$ cat config.mk
export PLATFORM = sky130hd
export DESIGN_NAME = multicycle_control_unit_flat
export DESIGN_NICKNAME = d
export VERILOG_FILES = /design/src/rtl/mips_pkg.sv /design/src/rtl/multicycle_control_unit_if.sv /design/src/rtl/mc_decode.sv /design/src/rtl/multicycle_control_unit.sv /design/src/flat_wrapper.sv
export SDC_FILE = /design/constraint.sdc
export NUM_CORES = 1
export LEC_CHECK = 0
export ABC_AREA = 0
export CAP_MARGIN = 20
export CORE_ASPECT_RATIO = 0.8
export CORE_UTILIZATION = 45
export CTS_CLUSTER_SIZE = 20
export DETAILED_ROUTE_END_ITERATION = 12
export PLACE_DENSITY_LB_ADDON = 0.1
export SYNTH_ARGS = -nofsm -noshare
export SYNTH_HDL_FRONTEND = slang
export SYNTH_SLANG_ARGS = --single-unit
$ cat constraint.sdc
create_clock -name clk -period 2.55 [get_ports clk]
set_input_delay 0.3825 -clock clk [delete_from_list [all_inputs] [get_ports clk]]
set_output_delay 0.3825 -clock clk [all_outputs]
set_load 0.02 [all_outputs]
$ cat src/rtl/mips_pkg.sv
`default_nettype none
// ============================================================================
// Module      : mips_pkg
// Description : Shared types for the MIPS datapath and its multi-cycle
//               control unit: opcode/function encodings, ALU operations,
//               control FSM states and instruction classes.
// Revision    : 1.0 - initial multi-cycle control release
// ============================================================================
package mips_pkg;

    typedef logic [5:0] op_t;
    typedef logic [5:0] func_t;

    // Primary opcodes
    localparam op_t OP_RTYPE = 6'h00;
    localparam op_t OP_ADDI  = 6'h01;
    localparam op_t OP_ANDI  = 6'h02;
    localparam op_t OP_ORI   = 6'h03;
    localparam op_t OP_XORI  = 6'h04;
    localparam op_t OP_SLTI  = 6'h05;
    localparam op_t OP_LUI   = 6'h06;
    localparam op_t OP_LLI   = 6'h07;
    localparam op_t OP_LI    = 6'h08;
    localparam op_t OP_LW    = 6'h09;
    localparam op_t OP_SW    = 6'h0A;
    localparam op_t OP_BEQ   = 6'h0B;
    localparam op_t OP_BNEQ  = 6'h0C;
    localparam op_t OP_BZ    = 6'h0D;
    localparam op_t OP_BNEG  = 6'h0E;
    localparam op_t OP_J     = 6'h0F;
    localparam op_t OP_JAL   = 6'h10;
    localparam op_t OP_JR    = 6'h11;

    // R-type function codes
    localparam func_t F_ADD = 6'h00;
    localparam func_t F_SUB = 6'h01;
    localparam func_t F_AND = 6'h02;
    localparam func_t F_OR  = 6'h03;
    localparam func_t F_XOR = 6'h04;
    localparam func_t F_SLT = 6'h05;
    localparam func_t F_SLL = 6'h06;
    localparam func_t F_SRL = 6'h07;
    localparam func_t F_SRA = 6'h08;

    typedef enum logic [3:0] {
        ALU_ADD   = 4'd0,
        ALU_SUB   = 4'd1,
        ALU_AND   = 4'd2,
        ALU_OR    = 4'd3,
        ALU_XOR   = 4'd4,
        ALU_SLT   = 4'd5,
        ALU_SLL   = 4'd6,
        ALU_SRL   = 4'd7,
        ALU_SRA   = 4'd8,
        ALU_LUI   = 4'd9,
        ALU_PASSB = 4'd10
    } alu_op_t;

    typedef enum logic [2:0] {
        S_FETCH  = 3'd0,
        S_DECODE = 3'd1,
        S_EXEC   = 3'd2,
        S_MEM    = 3'd3,
        S_WB     = 3'd4,
        S_TRAP   = 3'd5
    } mc_state_t;

    typedef enum logic [3:0] {
        C_RALU    = 4'd0,
        C_IALU    = 4'd1,
        C_LOAD    = 4'd2,
        C_STORE   = 4'd3,
        C_BRANCH  = 4'd4,
        C_J       = 4'd5,
        C_JAL     = 4'd6,
        C_JR      = 4'd7,
        C_ILLEGAL = 4'd8
    } instr_class_t;

endpackage
`default_nettype wire

$ cat src/rtl/multicycle_control_unit_if.sv
`default_nettype none
// ============================================================================
// Module      : multicycle_control_unit_if
// Description : Instruction/data memory request-acknowledge bundle between
//               the control unit (master) and the memory system (slave).
// Revision    : 1.0 - initial multi-cycle control release
// ============================================================================
interface multicycle_control_unit_if;
    logic im_req;
    logic im_ack;
    logic dm_req;
    logic dm_we;
    logic dm_ack;

    modport master (output im_req, dm_req, dm_we, input im_ack, dm_ack);
    modport slave  (input im_req, dm_req, dm_we, output im_ack, dm_ack);
endinterface
`default_nettype wire

$ cat src/rtl/mc_decode.sv
`default_nettype none
// ============================================================================
// Module      : mc_decode
// Description : Combinational instruction decode: classifies an opcode /
//               function pair and produces the ALU controls and the
//               destination-register select for that instruction.
// Revision    : 1.0 - initial multi-cycle control release
// ============================================================================
module mc_decode
    import mips_pkg::*;
(
    input  op_t          dec_op,
    input  func_t        dec_func,
    output instr_class_t iclass,
    output alu_op_t      alu_op,
    output logic         alu_a_sel,
    output logic         Qt_imm_sel,
    output logic         rd_sel
);

    // Opcode/function table; anything not listed classifies as illegal
    always_comb begin
        iclass     = C_ILLEGAL;
        alu_op     = ALU_ADD;
        alu_a_sel  = 1'b0;
        Qt_imm_sel = 1'b0;
        rd_sel     = 1'b0;
        case (dec_op)
            OP_RTYPE: begin
                iclass     = C_RALU;
                Qt_imm_sel = 1'b1;
                case (dec_func)
                    F_ADD:   alu_op = ALU_ADD;
                    F_SUB:   alu_op = ALU_SUB;
                    F_AND:   alu_op = ALU_AND;
                    F_OR:    alu_op = ALU_OR;
                    F_XOR:   alu_op = ALU_XOR;
                    F_SLT:   alu_op = ALU_SLT;
                    F_SLL:   begin alu_op = ALU_SLL; alu_a_sel = 1'b1; end
                    F_SRL:   begin alu_op = ALU_SRL; alu_a_sel = 1'b1; end
                    F_SRA:   begin alu_op = ALU_SRA; alu_a_sel = 1'b1; end
                    default: begin iclass = C_ILLEGAL; Qt_imm_sel = 1'b0; end
                endcase
            end
            OP_ADDI: begin iclass = C_IALU; rd_sel = 1'b1; end
            OP_ANDI: begin iclass = C_IALU; rd_sel = 1'b1; alu_op = ALU_AND;   end
            OP_ORI:  begin iclass = C_IALU; rd_sel = 1'b1; alu_op = ALU_OR;    end
            OP_XORI: begin iclass = C_IALU; rd_sel = 1'b1; alu_op = ALU_XOR;   end
            OP_SLTI: begin iclass = C_IALU; rd_sel = 1'b1; alu_op = ALU_SLT;   end
            OP_LUI:  begin iclass = C_IALU; rd_sel = 1'b1; alu_op = ALU_LUI;   end
            OP_LLI:  begin iclass = C_IALU; rd_sel = 1'b1; alu_op = ALU_PASSB; end
            OP_LI:   begin iclass = C_IALU; rd_sel = 1'b1; alu_op = ALU_PASSB; end
            OP_LW:   begin iclass = C_LOAD; rd_sel = 1'b1; end
            OP_SW:   iclass = C_STORE;
            OP_BEQ, OP_BNEQ, OP_BZ, OP_BNEG: begin
                iclass     = C_BRANCH;
                alu_op     = ALU_SUB;
                Qt_imm_sel = 1'b1;
            end
            OP_J:    iclass = C_J;
            OP_JAL:  iclass = C_JAL;
            OP_JR:   iclass = C_JR;
            default: iclass = C_ILLEGAL;
        endcase
    end

endmodule
`default_nettype wire

$ cat src/rtl/multicycle_control_unit.sv
`default_nettype none
// ============================================================================
// Module      : multicycle_control_unit
// Description : Multi-cycle MIPS control FSM (FETCH/DECODE/EXEC/MEM/WB/TRAP)
//               with req/ack memory handshakes, bounded memory wait,
//               illegal-opcode trap and retired-instruction counter.
// Revision    : 1.0 - initial multi-cycle control release
// ============================================================================
module multicycle_control_unit
    import mips_pkg::*;
#(
    parameter int MEM_TIMEOUT = 16,
    parameter int RET_CNT_W   = 32
) (
    input  logic                      clk,
    input  logic                      rst,
    input  op_t                       op,
    input  func_t                     func,
    input  logic                      eq,
    input  logic                      zero,
    input  logic                      neg,
    multicycle_control_unit_if.master bus,
    output logic                      ir_we,
    output logic                      pc_we,
    output logic                      pc_sel,
    output logic                      jr_sel,
    output logic                      rf_we,
    output logic                      rd_sel,
    output logic                      jump_address_sel,
    output logic                      jump_data_sel,
    output logic                      data_in_sel,
    output logic                      alu_a_sel,
    output logic                      Qt_imm_sel,
    output alu_op_t                   alu_op,
    output mc_state_t                 state,
    output logic                      illegal_op,
    output logic                      bus_err,
    output logic [RET_CNT_W-1:0]      retired
);

    // A zero timeout still needs a 1-bit counter to keep widths legal
    localparam int WAIT_W = (MEM_TIMEOUT > 0) ? $clog2(MEM_TIMEOUT + 1) : 1;
    // The wait that would bring the counter to MEM_TIMEOUT is the last one
    localparam logic [WAIT_W-1:0] WAIT_LAST = WAIT_W'(MEM_TIMEOUT - 1);

    mc_state_t           state_q, state_d;
    op_t                 op_q;
    func_t               func_q;
    logic [WAIT_W-1:0]   wait_q, wait_d;
    logic                illegal_q, bus_err_q;
    logic [RET_CNT_W-1:0] retired_q;
    logic                set_illegal, set_bus_err, timeout_hit, taken;
    logic                im_req, dm_req, dm_we;
    op_t                 dec_op;
    func_t               dec_func;
    instr_class_t        dec_class;
    alu_op_t             dec_alu_op;
    logic                dec_a_sel, dec_qt_sel, dec_rd_sel;

    // DECODE judges legality on the live IR; every later state uses the copy
    assign dec_op   = (state_q == S_DECODE) ? op   : op_q;
    assign dec_func = (state_q == S_DECODE) ? func : func_q;

    mc_decode u_decode (
        .dec_op     (dec_op),
        .dec_func   (dec_func),
        .iclass     (dec_class),
        .alu_op     (dec_alu_op),
        .alu_a_sel  (dec_a_sel),
        .Qt_imm_sel (dec_qt_sel),
        .rd_sel     (dec_rd_sel)
    );

    assign timeout_hit = (MEM_TIMEOUT != 0) && (wait_q == WAIT_LAST);

    // Branch condition selected by the latched opcode
    always_comb begin
        case (op_q)
            OP_BEQ:  taken = eq;
            OP_BNEQ: taken = !eq;
            OP_BZ:   taken = zero;
            OP_BNEG: taken = neg;
            default: taken = 1'b0;
        endcase
    end

    // Next state and all control outputs; everything idles while in reset
    always_comb begin
        state_d          = state_q;
        im_req           = 1'b0;
        ir_we            = 1'b0;
        pc_we            = 1'b0;
        pc_sel           = 1'b0;
        jr_sel           = 1'b0;
        rf_we            = 1'b0;
        rd_sel           = 1'b0;
        jump_address_sel = 1'b1;
        jump_data_sel    = 1'b0;
        data_in_sel      = 1'b0;
        alu_a_sel        = 1'b0;
        Qt_imm_sel       = 1'b0;
        alu_op           = ALU_ADD;
        dm_req           = 1'b0;
        dm_we            = 1'b0;
        set_illegal      = 1'b0;
        set_bus_err      = 1'b0;
        if (!rst) begin
            case (state_q)
                S_FETCH: begin
                    im_req = 1'b1;
                    if (bus.im_ack) begin
                        ir_we   = 1'b1;
                        state_d = S_DECODE;
                    end else if (timeout_hit) begin
                        set_bus_err = 1'b1;
                        state_d     = S_TRAP;
                    end
                end
                S_DECODE: begin
                    if (dec_class == C_ILLEGAL) begin
                        set_illegal = 1'b1;
                        state_d     = S_TRAP;
                    end else begin
                        state_d = S_EXEC;
                    end
                end
                S_EXEC: begin
                    alu_op     = dec_alu_op;
                    alu_a_sel  = dec_a_sel;
                    Qt_imm_sel = dec_qt_sel;
                    case (dec_class)
                        C_RALU, C_IALU, C_JAL: state_d = S_WB;
                        C_LOAD, C_STORE:       state_d = S_MEM;
                        C_BRANCH: begin
                            pc_we   = 1'b1;
                            pc_sel  = taken;
                            state_d = S_FETCH;
                        end
                        C_J: begin
                            pc_we   = 1'b1;
                            pc_sel  = 1'b1;
                            state_d = S_FETCH;
                        end
                        C_JR: begin
                            pc_we   = 1'b1;
                            jr_sel  = 1'b1;
                            state_d = S_FETCH;
                        end
                        default: state_d = S_TRAP;
                    endcase
                end
                S_MEM: begin
                    dm_req = 1'b1;
                    dm_we  = (dec_class == C_STORE);
                    if (bus.dm_ack) begin
                        if (dec_class == C_STORE) begin
                            pc_we   = 1'b1;
                            state_d = S_FETCH;
                        end else begin
                            state_d = S_WB;
                        end
                    end else if (timeout_hit) begin
                        set_bus_err = 1'b1;
                        state_d     = S_TRAP;
                    end
                end
                S_WB: begin
                    rf_we       = 1'b1;
                    rd_sel      = dec_rd_sel;
                    data_in_sel = (dec_class != C_LOAD);
                    if (dec_class == C_JAL) begin
                        jump_address_sel = 1'b0;
                        jump_data_sel    = 1'b1;
                        pc_sel           = 1'b1;
                    end
                    pc_we   = 1'b1;
                    state_d = S_FETCH;
                end
                default: state_d = S_TRAP;
            endcase
        end
    end

    // Wait counter: zero outside a request, counts unacknowledged request cycles
    always_comb begin
        wait_d = '0;
        if (!rst && (MEM_TIMEOUT != 0) &&
            (((state_q == S_FETCH) && !bus.im_ack) ||
             ((state_q == S_MEM)   && !bus.dm_ack))) begin
            wait_d = wait_q + WAIT_W'(1);
        end
    end

    // State register
    always_ff @(posedge clk) begin
        if (rst) begin
            state_q <= S_FETCH;
        end else begin
            state_q <= state_d;
        end
    end

    // Latched IR fields, wait counter, sticky traps and retired count
    always_ff @(posedge clk) begin
        if (rst) begin
            op_q      <= '0;
            func_q    <= '0;
            wait_q    <= '0;
            illegal_q <= 1'b0;
            bus_err_q <= 1'b0;
            retired_q <= '0;
        end else begin
            if (state_q == S_DECODE) begin
                op_q   <= op;
                func_q <= func;
            end
            wait_q <= wait_d;
            if (set_illegal) illegal_q <= 1'b1;
            if (set_bus_err) bus_err_q <= 1'b1;
            if (pc_we)       retired_q <= retired_q + RET_CNT_W'(1);
        end
    end

    assign bus.im_req = im_req;
    assign bus.dm_req = dm_req;
    assign bus.dm_we  = dm_we;
    assign state      = state_q;
    assign illegal_op = illegal_q;
    assign bus_err    = bus_err_q;
    assign retired    = retired_q;

endmodule
`default_nettype wire
$ cat src/flat_wrapper.sv
// flat-port wrapper written by rule: the top's interface ports become plain ports
module multicycle_control_unit_flat import mips_pkg::*;
#(
    parameter int MEM_TIMEOUT = 16,
    parameter int RET_CNT_W   = 32
)
  (clk, rst, op, func, eq, zero, neg, ir_we, pc_we, pc_sel, jr_sel, rf_we, rd_sel, jump_address_sel, jump_data_sel, data_in_sel, alu_a_sel, Qt_imm_sel, alu_op, state, illegal_op, bus_err, retired, bus_im_req, bus_dm_req, bus_dm_we, bus_im_ack, bus_dm_ack);
  multicycle_control_unit_if bus_i ();
  input  logic clk;
  input  logic rst;
  input  op_t op;
  input  func_t func;
  input  logic eq;
  input  logic zero;
  input  logic neg;
  output logic ir_we;
  output logic pc_we;
  output logic pc_sel;
  output logic jr_sel;
  output logic rf_we;
  output logic rd_sel;
  output logic jump_address_sel;
  output logic jump_data_sel;
  output logic data_in_sel;
  output logic alu_a_sel;
  output logic Qt_imm_sel;
  output alu_op_t alu_op;
  output mc_state_t state;
  output logic illegal_op;
  output logic bus_err;
  output logic [RET_CNT_W-1:0] retired;
  output wire logic [$bits(bus_i.im_req)-1:0] bus_im_req;
  output wire logic [$bits(bus_i.dm_req)-1:0] bus_dm_req;
  output wire logic [$bits(bus_i.dm_we)-1:0] bus_dm_we;
  input wire logic [$bits(bus_i.im_ack)-1:0] bus_im_ack;
  input wire logic [$bits(bus_i.dm_ack)-1:0] bus_dm_ack;
  assign bus_im_req = bus_i.im_req;
  assign bus_dm_req = bus_i.dm_req;
  assign bus_dm_we = bus_i.dm_we;
  assign bus_i.im_ack = bus_im_ack;
  assign bus_i.dm_ack = bus_dm_ack;
  multicycle_control_unit #(.MEM_TIMEOUT(MEM_TIMEOUT), .RET_CNT_W(RET_CNT_W)) u_core (.clk(clk), .rst(rst), .op(op), .func(func), .eq(eq), .zero(zero), .neg(neg), .bus(bus_i), .ir_we(ir_we), .pc_we(pc_we), .pc_sel(pc_sel), .jr_sel(jr_sel), .rf_we(rf_we), .rd_sel(rd_sel), .jump_address_sel(jump_address_sel), .jump_data_sel(jump_data_sel), .data_in_sel(data_in_sel), .alu_a_sel(alu_a_sel), .Qt_imm_sel(Qt_imm_sel), .alu_op(alu_op), .state(state), .illegal_op(illegal_op), .bus_err(bus_err), .retired(retired));
endmodule
== Word level (Yosys, flattened, before mapping) ==
Index checks and enable logic that the tools add are counted.

* Add/sub/neg operators: 2
* Equal/unequal tests: 43
* Mux-type cells: 65
* Bitwise gates (word level): 1
* Reduce and logical (&&, ||, !) cells: 22

{| class="wikitable"
|+ Operator list
! cell !! number
|-
| one-hot mux 4 bit (8 select lines) || 3
|-
| equality test 6 x 4 -> 1 bit, second input constant || 13
|-
| equality test 6 x 3 -> 1 bit, second input constant || 8
|-
| 2-to-1 mux 1 bit || 44
|-
| adder 32 x 1 -> 32 bit, second input constant || 1
|-
| equality test 6 x 2 -> 1 bit, second input constant || 4
|-
| OR reduction 9 bit || 2
|-
| equality test 4 x 3 -> 1 bit, second input constant || 4
|-
| 2-to-1 mux 3 bit || 5
|-
| one-hot mux 3 bit (5 select lines) || 1
|-
| equality test 6 x 1 -> 1 bit, second input constant || 2
|-
| equality test 6 x 5 -> 1 bit, second input constant || 2
|-
| logical NOT 6 bit || 2
|-
| 2-to-1 mux 4 bit || 3
|-
| 2-to-1 mux 6 bit || 2
|-
| one-hot mux 3 bit (3 select lines) || 1
|-
| OR reduction 3 bit || 3
|-
| equality test 4 x 2 -> 1 bit, second input constant || 2
|-
| one-hot mux 1 bit (2 select lines) || 4
|-
| OR reduction 8 bit || 1
|-
| equality test 3 x 2 -> 1 bit, second input constant || 2
|-
| OR reduction 2 bit || 3
|-
| adder 5 x 1 -> 5 bit, second input constant || 1
|-
| equality test 5 x 4 -> 1 bit, second input constant || 1
|-
| other kinds (14) || 19
|}

* Register bits after elaboration: 54
* Output and inout bits: 55
* Word-level logic and storage cells: 140

== Depth between registers and ports, before layout ==
Gate-level depths: netlist of run 1.

* Depth after elaboration: 11
* Gate-level depth with buffers: 10
* Gate-level depth less buffers: 7

== Cells and area by module ==
From an unflattened synthesis of run 1, not the netlist that was laid out.

* Cells, all modules: 388
* Area total of the unflattened synthesis: 3,236.9 µm²

{| class="wikitable"
|+ By module, submodules not included
! module !! times used !! cells an instance !! area an instance (µm²)
|-
| multicycle_control_unit || 1 || 327 || 2,803.9
|-
| mc_decode || 1 || 61 || 432.9
|}

== Worst setup path before layout of run 1 ==
Ideal clock, no wire load.

* Path kind: reg-to-output
* Start point: register u_core.state_q[0], in the netlist u_core.state[0]
* End point: output port rd_sel
* Data arrival time: 2,905 ps
* Required time: 2,168 ps
* Path slack: -737 ps
* Cell stages (with the launch flop): 7
* Buffers on the path: 2
* Cell sequence: dfxtp_1 buf_4 nor3b_4 mux2i_1 clkbuf_1 nand2_1 a2111oi_0

* Word-level cells in the longest chain between the ends: 7

{| class="wikitable"
|+ Ends and longest elaborated chain
! element !! line !! RTL
|-
| start, declared || multicycle_control_unit.sv:46 || <nowiki>mc_state_t state_q, state_d;</nowiki>
|-
| start signal, assigned || multicycle_control_unit.sv:199 || <nowiki>state_q <= state_d;</nowiki>
|-
| equality test 3 x 1 -> 1 bit || multicycle_control_unit.sv:61 || <nowiki>assign dec_op = (state_q == S_DECODE) ? op : op_q;</nowiki>
|-
| 2-to-1 mux 6 bit || multicycle_control_unit.sv:61 ||
|-
| equality test 6 x 4 -> 1 bit, or another cell as far along || mc_decode.sv:28 || <nowiki>case (dec_op)</nowiki>
|-
| OR reduction 9 bit (no line) || -- ||
|-
| 2-to-1 mux 1 bit || mc_decode.sv:28 ||
|-
| 2-to-1 mux 1 bit (*) || multicycle_control_unit.sv:108 || <nowiki>case (state_q)</nowiki>
|-
| 2-to-1 mux 1 bit (*) || multicycle_control_unit.sv:107 || <nowiki>if (!rst) begin</nowiki>
|-
| end, declared || flat_wrapper.sv:21 || <nowiki>output logic rd_sel;</nowiki>
|}

Every way passes the cells marked *; elsewhere a longest branch is shown, timed or not.

== Worst setup path in the final report of run 1 ==
* Start point: register u_core.state_q[2], in the netlist u_core.state[2]
* End point: output port alu_op[1]

* Word-level cells in the longest chain between the ends: 7

{| class="wikitable"
|+ Ends and longest elaborated chain
! element !! line !! RTL
|-
| equality test 3 x 1 -> 1 bit || multicycle_control_unit.sv:61, multicycle_control_unit.sv:62 ||
|-
| 2-to-1 mux 6 bit (on tied branches) || multicycle_control_unit.sv:62, multicycle_control_unit.sv:61 ||
|-
| equality test 6 x 4 -> 1 bit, or another cell as far along || mc_decode.sv:32 || <nowiki>case (dec_func)</nowiki>
|-
| one-hot mux 4 bit (8 select lines), or another cell as far along || mc_decode.sv:32 ||
|-
| one-hot mux 4 bit (8 select lines) || mc_decode.sv:28 ||
|-
| 2-to-1 mux 4 bit (*) || multicycle_control_unit.sv:108 ||
|-
| 2-to-1 mux 4 bit (*) || multicycle_control_unit.sv:107 ||
|-
| end, declared || flat_wrapper.sv:27 || <nowiki>output alu_op_t alu_op;</nowiki>
|}

Marks and branches as above.

==> results by group, run 1 <==
Power
  • Pwr dens: approximately 860 nW/um2
  • Leakage: 2.400 nW
  • Worst VDD drop: slightly above 0.6 mV

Clock network
  • Clk pin slew, worst setup/hold paths: ~0.10 ns
  • CTS buffer count: 5
  • Root Driver: clkbuf_8
  • H-tree levels: 2
  • Hold_buf cts: 0
  • Worst-Skew Late Latency: 0.32 ns
  • CTS tree: built
  • Clock sink count: 54
  • Clk buf depth: 2

Critical path
  • Sequence of cells on the critical path: nor3b_4 > buf_12 > buf_4 > mux2i_4 > nand4_1 > nor3_2 > nand3_1 > o22a_1 > nor2_4 > buf_6
  • Buf/Inv on CP: 3
  • WS Path Type: reg -> out
  • Worst Path Required: 2.17 ns
  • CP Capture Type: output pin
  • Critical path launch point type: flop
  • CP top delay family: simple AND/OR/NAND/NOR gates
  • Crit Path Max Fanout: 5
  • Reg-to-reg critical path startpoint: u_core.state[2]
  • Critical Path Start: u_core.state[2]
  • Critical-path top delay cell: dfxtp_4
  • Crit-path max cell delay: between 0.3 and 0.4 ns
  • Crit path DAT: 2.50 ns

Global routing
  • GRT Overall Usage: 27.79%
  • Total gr overflow: 0
  • Initial antenna violation count: 0
  • First-pass GRT wire length: 18.53 mm
  • Number of global-route vias before repair: 3646
  • Pin count of the biggest net entering global routing: 45

Routing
  • DR vias/cell: 5.429
  • Routed Antenna Nets: 0
  • Drt drc: 0
  • Routed len/inst: 15.84 um
  • Via count: 3996
  • First drt pass iteration count: 5
  • DR iter-0 viols: 142
  • Routed WL: 11.66 mm

Logic synthesis
  • Synth Warn #: 0
  • Synth async-reset ratio: 0%
  • Synth Net Count: 484
  • Cell variety after synth: approximately 70
  • Synth Instances: about 460
  • Ys flop type: dfxtp_1
  • Register area share after synthesis: 29.29%
  • Post-synthesis register bit count: 54
  • Mean Syn Cell Area: 7.989 um2
  • Syn Std Cell Area: between 3000 and 4000 um2
  • EDFF count, synth: 0

Floorplanning
  • Num rows: 29
  • # IOs: 74
  • Chip height: 83.01 um
  • Die Wd: roughly 100 um
  • Initial Util: a little under half
  • CORE AREA: 7946 um2
  • Die area: about 8600 um2

Final layout
  • Synth-to-Final Area Change: 58.78%
  • Final #Nets: 649
  • Share of cells above drive strength 1: roughly a third
  • Antenna cells: 0
  • Final Non-Filler Cells: 736

STA
  • Fin Hold WS: 0.4638 ns
  • Final slew viol count: 0
  • Setup Viol. Count Final: 43
  • Endpoints failing hold: 0
  • Final period util: 112.9%
  • Worst-Margin Slew: 0.4795 ns
  • Final worst slack: -0.3278 ns
  • Period minus WS final: between 2 and 3 ns
  • Peak Freq: 347.5 MHz
  • Setup Skew: 0.01101 ns
  • Unrepaired setup endpoints after global routing: yes
  • Slew HR: around two thirds

Placement
  • Routability cong.: 0.9057
  • Placed Cells: 707
  • DP HPWL: 8.318 mm
  • Port Buffers: 73

Hold path
  • Min-delay src: u_core.func_q[4]
  • Worst min path class: reg -> reg

Status
  • Violated checks: negative setup slack
  • Outcome: finished, violations left

Flow run
  • Max Cap Viol: 0
==> cell type report <==
type | count | area, um2
flip-flops and latches | 54 | 1090
inverters | 12 | 45.04
multi-input cells | 367 | 2784
fillers | 622 | 2086
clock inverters | 3 | 22.52
clock buffers | 5 | 68.82
repair buffers | 187 | 1715
well taps | 108 | 135.1
==> where the power goes <==
part           leakage (nW)  switching, mW  internal, mW  total [mW]
clock network        0.0451          0.315         0.198       0.514
logic                  1.92           1.68          1.84        3.52
registers             0.439         0.0793         0.949        1.03
==> registers in the layout, summed over array words and instances, names as in the netlist <==
| register | count |
|---|---|
| u_core.bus_err | 1 |
| u_core.op_q | 6 |
| u_core.illegal_op | 1 |
| u_core.retired | 32 |
| u_core.wait_q | 5 |
| u_core.state | 3 |
| u_core.func_q | 6 |
==> placed cells by master, fill, tap and decap left out, drive strengths merged, types with 9 or more instances in the layout <==
cell type | netlist | final
a21oi | 36 | 36
nand2 | 37 | 37
o21ai | 13 | 13
nand3 | 17 | 17
nand2b | 14 | 14
nor3 | 10 | 10
nor2b | 30 | 30
dfxtp | 54 | 54
mux2i | 15 | 15
mux2 | 32 | 32
and3 | 9 | 9
buf | 9 | 128
inv | 12 | 14
nor2 | 75 | 75
clkdlybuf4s50 | 0 | 55
==> Yosys cell counts (3+ instances only) <==
cell type / n / area, um2
a21boi_0: 4 / 30.03
a21oi_1: 34 / 170.2
and3_1: 9 / 56.30
and4_1: 5 / 43.79
buf_6: 6 / 67.56
clkbuf_1: 20 / 75.07
dfxtp_1: 54 / 1081
ha_1: 3 / 37.54
inv_1: 12 / 45.04
mux2_1: 19 / 214.0
mux2_2: 11 / 123.9
mux2i_1: 13 / 130.1
nand2_1: 37 / 138.9
nand2b_1: 14 / 87.58
nand3_1: 17 / 85.08
nand3b_1: 3 / 22.52
nand4_1: 6 / 37.54
nor2_1: 74 / 277.8
nor2b_1: 30 / 187.7
nor3_1: 10 / 50.05
o211ai_1: 6 / 45.04
o21ai_0: 12 / 60.06
o22ai_1: 3 / 18.77
o311ai_0: 3 / 26.28
==> worst register-to-register path, stage by stage, from the launching register on <==
cell and delay (ns):
dfxtp_4 0.37, nor3b_4 0.25, buf_12 0.16, buf_4 0.12, mux2i_4 0.24, buf_4 0.25, o2111ai_4 0.16, o21a_4 0.25
buf_4 0.14, nand2b_4 0.14, buf_6 0.15, a21oi_1 0.15, mux2_1 0.33
==> repair_timing <==
action | 4_1_cts | 5_1_grt
gates resized for setup | 139 | 21
gates cloned | 3 | 0
buffers inserted | 12 | 9
pin swaps | 15 | 18
endpoints found under the setup margin | 47 | 47
==> routing by layer <==
metal / track usage [%] / wire length [um] / vias to the layer above
met4: 4.097 / 69 / 0
met1: 41.15 / 5774 / 1897
li1: - / - / 1971
met3: 4.882 / 689 / 9
met5: 0 / 0 / -
met2: 42.79 / 5123 / 119
==> kinds of logic after synthesis <==
logic type,synth area share (%)
flops,29.29
mux,14.71
fa+ha+maj,1.017
buf+inv,5.525
compound gates,18.75
simple gates,30.00
xor+xnor,0.7120
==> through the flow <==
stage          setup WS (ns)  area (um2)  TNS (ns)  power [mW]  utilization, %
6_report             -0.3278        5861    -8.851       5.058           73.75
5_1_grt              -0.4273        5861    -12.26       5.318           73.75
4_1_cts              -0.3055        5737    -5.212       4.885           72.19
3_5_place_dp         -0.7020        5256    -18.07       3.827           66.15
3_3_place_gp         -0.5715        5256    -16.35       3.806           66.15
2_1_floorplan       -0.09339        3825   -0.6801       2.570               -
==> path summary, 6_finish.rpt <==
path	depth (start not counted)	slack [ns]	endpoint
worst min register to register	2	0.46	u_core.func_q[4]
worst max-delay path	10	-0.33	alu_op[1]
worst max register to register	12	-0.26	u_core.retired[30]
worst min-delay path	2	0.46	u_core.func_q[4]
No activity file was read; power rests on OpenSTA's default activity.
==> run 2: changes to the inputs <==
--- a/config.mk
+++ b/config.mk
@@ -7,8 +7,10 @@
 export LEC_CHECK = 0
 export ABC_AREA = 0
 export CAP_MARGIN = 20
+export CELL_PAD_IN_SITES_DETAIL_PLACEMENT = 1
+export CELL_PAD_IN_SITES_GLOBAL_PLACEMENT = 2
 export CORE_ASPECT_RATIO = 0.8
-export CORE_UTILIZATION = 45
+export CORE_UTILIZATION = 27
 export CTS_CLUSTER_SIZE = 20
 export DETAILED_ROUTE_END_ITERATION = 12
 export PLACE_DENSITY_LB_ADDON = 0.1
==> run 2 against run 1 <==
Effect of this change: the flow still finishes with violations (negative setup slack); via count rose by 1.9%; fmax is 0.42% higher; flip-flop and latch count did not move; hold slack lost 0.0040 ns.
==> results by group, run 2 (synthesis gave the netlist of run 1 again) <==
STA
  • Worst-Margin Slew: 0.7146 ns
  • Final worst slack: -0.3157 ns
  • Final period util: 112.4%
  • Unrepaired setup endpoints after global routing: yes
  • Peak Freq: roughly 350 MHz
  • Fin Hold WS: 0.4598 ns
  • Setup Viol. Count Final: 43
  • Final slew viol count: 0
  • Final TNS setup: -8.650 ns
  • Endpoints failing hold: 0
  • Slew HR: 52.36%
  • Setup Skew: around 0.012 ns
  • Period minus WS final: 2.866 ns

Floorplanning
  • Die Wd: 132.7 um
  • CORE AREA: 13100 um2
  • Die area: 14140 um2
  • Chip height: between 100 and 150 um
  • Num rows: 37
  • # IOs: 74
  • Initial Util: 28.17%

Placement
  • Placed Cells: about 780
  • DP HPWL: 10.09 mm
  • Port Buffers: 73
  • Routability cong.: 0.8802

Final layout
  • Synth-to-Final Area Change: 72.88%
  • Most common cell after layout, fill and taps aside: buf_4
  • Most frequent cells in the layout: buf_4, nor2_1, clkdlybuf4s50_1
  • Final Non-Filler Cells: 816
  • Antenna cells: 0
  • Final #Nets: between 600 and 700
  • Share of cells above drive strength 1: 39.78%
  • Largest register FFs: 32
  • Post-layout util: 48.71%

Critical path
  • WS Path Type: reg -> out
  • Crit path DAT: ~2.5 ns
  • Crit Path Max Fanout: 5
  • Worst Path Required: 2.17 ns
  • Critical path launch point type: flop
  • Critical-path top delay cell: dfxtp_2
  • R2R depth: 14
  • Critical Path Most Common Cell: buf_6
  • CP Capture Type: output pin
  • Crit-path max cell delay: 0.34 ns
  • Sequence of cells on the critical path: nor3b_4 > buf_6 > buf_8 > mux2i_4 > nand4_1 > nor3_4 > nand3_2 > o22a_1 > nor2_4 > buf_6

Clock network
  • Clock sink count: 54
  • H-tree levels: 2
  • Root Driver: clkbuf_16
  • CTS buffer count: 5
  • Worst-Skew Late Latency: about 0.3 ns
  • CTS tree: built
  • Clk pin slew, worst setup/hold paths: 0.08 ns
  • Clk buf depth: 2

Global routing
  • Pin count of the biggest net entering global routing: 69
  • GRT Overall Usage: 19.90%
  • Total gr overflow: 0
  • Initial antenna violation count: 0
  • Number of global-route vias before repair: 4119
  • First-pass GRT wire length: 22.17 mm

Power
  • Pwr dens: about 900 nW/um2
  • Worst VDD drop: roughly 0.47 mV
  • Leakage: ~2.6 nW
  • Total power: 5.764 mW

Routing
  • DR iter-0 viols: approximately 130
  • Via count: 4070
  • First drt pass iteration count: 4
  • DR vias/cell: about 5.0
  • Routed WL: 13.87 mm
  • Routed len/inst: ~17 um
  • Routed Antenna Nets: 0
  • Drt drc: 0

Hold path
  • Worst min path class: reg -> reg
  • WHS Path Cells: 1

Flow run
  • Max Cap Viol: 0

Status
  • Violated checks: negative setup slack
  • Outcome: finished, violations left
## run 2: changes by cell type in the layout (fill, tap and decap cells not counted), sizes merged
cell	before	now
clkinvlp	1	0
dlymetal6s2s	1	2
inv	14	13
buf	128	141
clkinv	0	1
dlygate4sd2	2	1
bufinv	0	1
## run 2: timing repair
action | 4_1_cts | 5_1_grt
endpoints found under the setup margin | 49 | 48
gates cloned | 3 | 0
pin swaps | 23 | 31
hold buffers | 0 | 0
setup buffers | 19 | 11
gates resized for setup | 168 | 48
## run 2: final timing paths
| path | start | slack, ns | end |
|---|---|---|---|
| worst max-delay path | u_core.state[2] | -0.32 | alu_op[1] |
| worst min-delay path | u_core.wait_q[0] | 0.46 | u_core.wait_q[0] |
| worst max register to register | u_core.state[2] | -0.31 | u_core.retired[11] |
| worst min register to register | u_core.wait_q[0] | 0.46 | u_core.wait_q[0] |
## run 2: where the power goes
part	total, mW	switching (mW)	internal (mW)	leakage [nW]
Sequential	1.03	0.0837	0.945	0.438
Clock	0.809	0.339	0.470	0.0844
Combinational	3.93	1.88	2.04	2.04
Total	5.76	2.31	3.46	2.56
## run 2: critical path: cells and delay by family, from the launching register on
family	cells	cell delay, ns
AO/OA/AOI/OAI	1	0.26
AND/OR/NAND/NOR	5	0.90
flip-flops	1	0.34
multiplexers	1	0.28
buffers and inverters	3	0.41
## run 2: cell type report
type	instances	area, um2
inverters	12	45.04
well taps	175	219.0
multi-input cells	367	2958
flip-flops and latches	54	1087
clock buffers	5	125.1
repair buffers	200	1899
fillers	1514	6720
clock inverters	3	47.55
## run 2: metal layers
metal  vias to the layer above  share of wire (%)  track usage (%)
met3                         6                3.4            2.695
met2                        65                 44            31.17
met5                         -                  0                0
met4                         0               0.45            2.791
met1                      2005                 52            29.39
li1                       1994                  -                -
## run 2: stage by stage
step           setup WS, ns  instance area, um2
4_1_cts             -0.2943                6117
3_3_place_gp        -0.7211                5358
5_1_grt             -0.4465                6381
3_5_place_dp        -0.7612                5358
6_report            -0.3157                6381
2_1_floorplan      -0.09339                3825
==> run 3: changes to the inputs <==
--- a/config.mk
+++ b/config.mk
@@ -6,7 +6,7 @@
 export NUM_CORES = 1
 export LEC_CHECK = 0
 export ABC_AREA = 0
-export CAP_MARGIN = 20
+export CAP_MARGIN = 0
 export CELL_PAD_IN_SITES_DETAIL_PLACEMENT = 1
 export CELL_PAD_IN_SITES_GLOBAL_PLACEMENT = 2
 export CORE_ASPECT_RATIO = 0.8
==> results of run 3 <==
No change in the layout: final DEF, timing and power equal those of run 2.
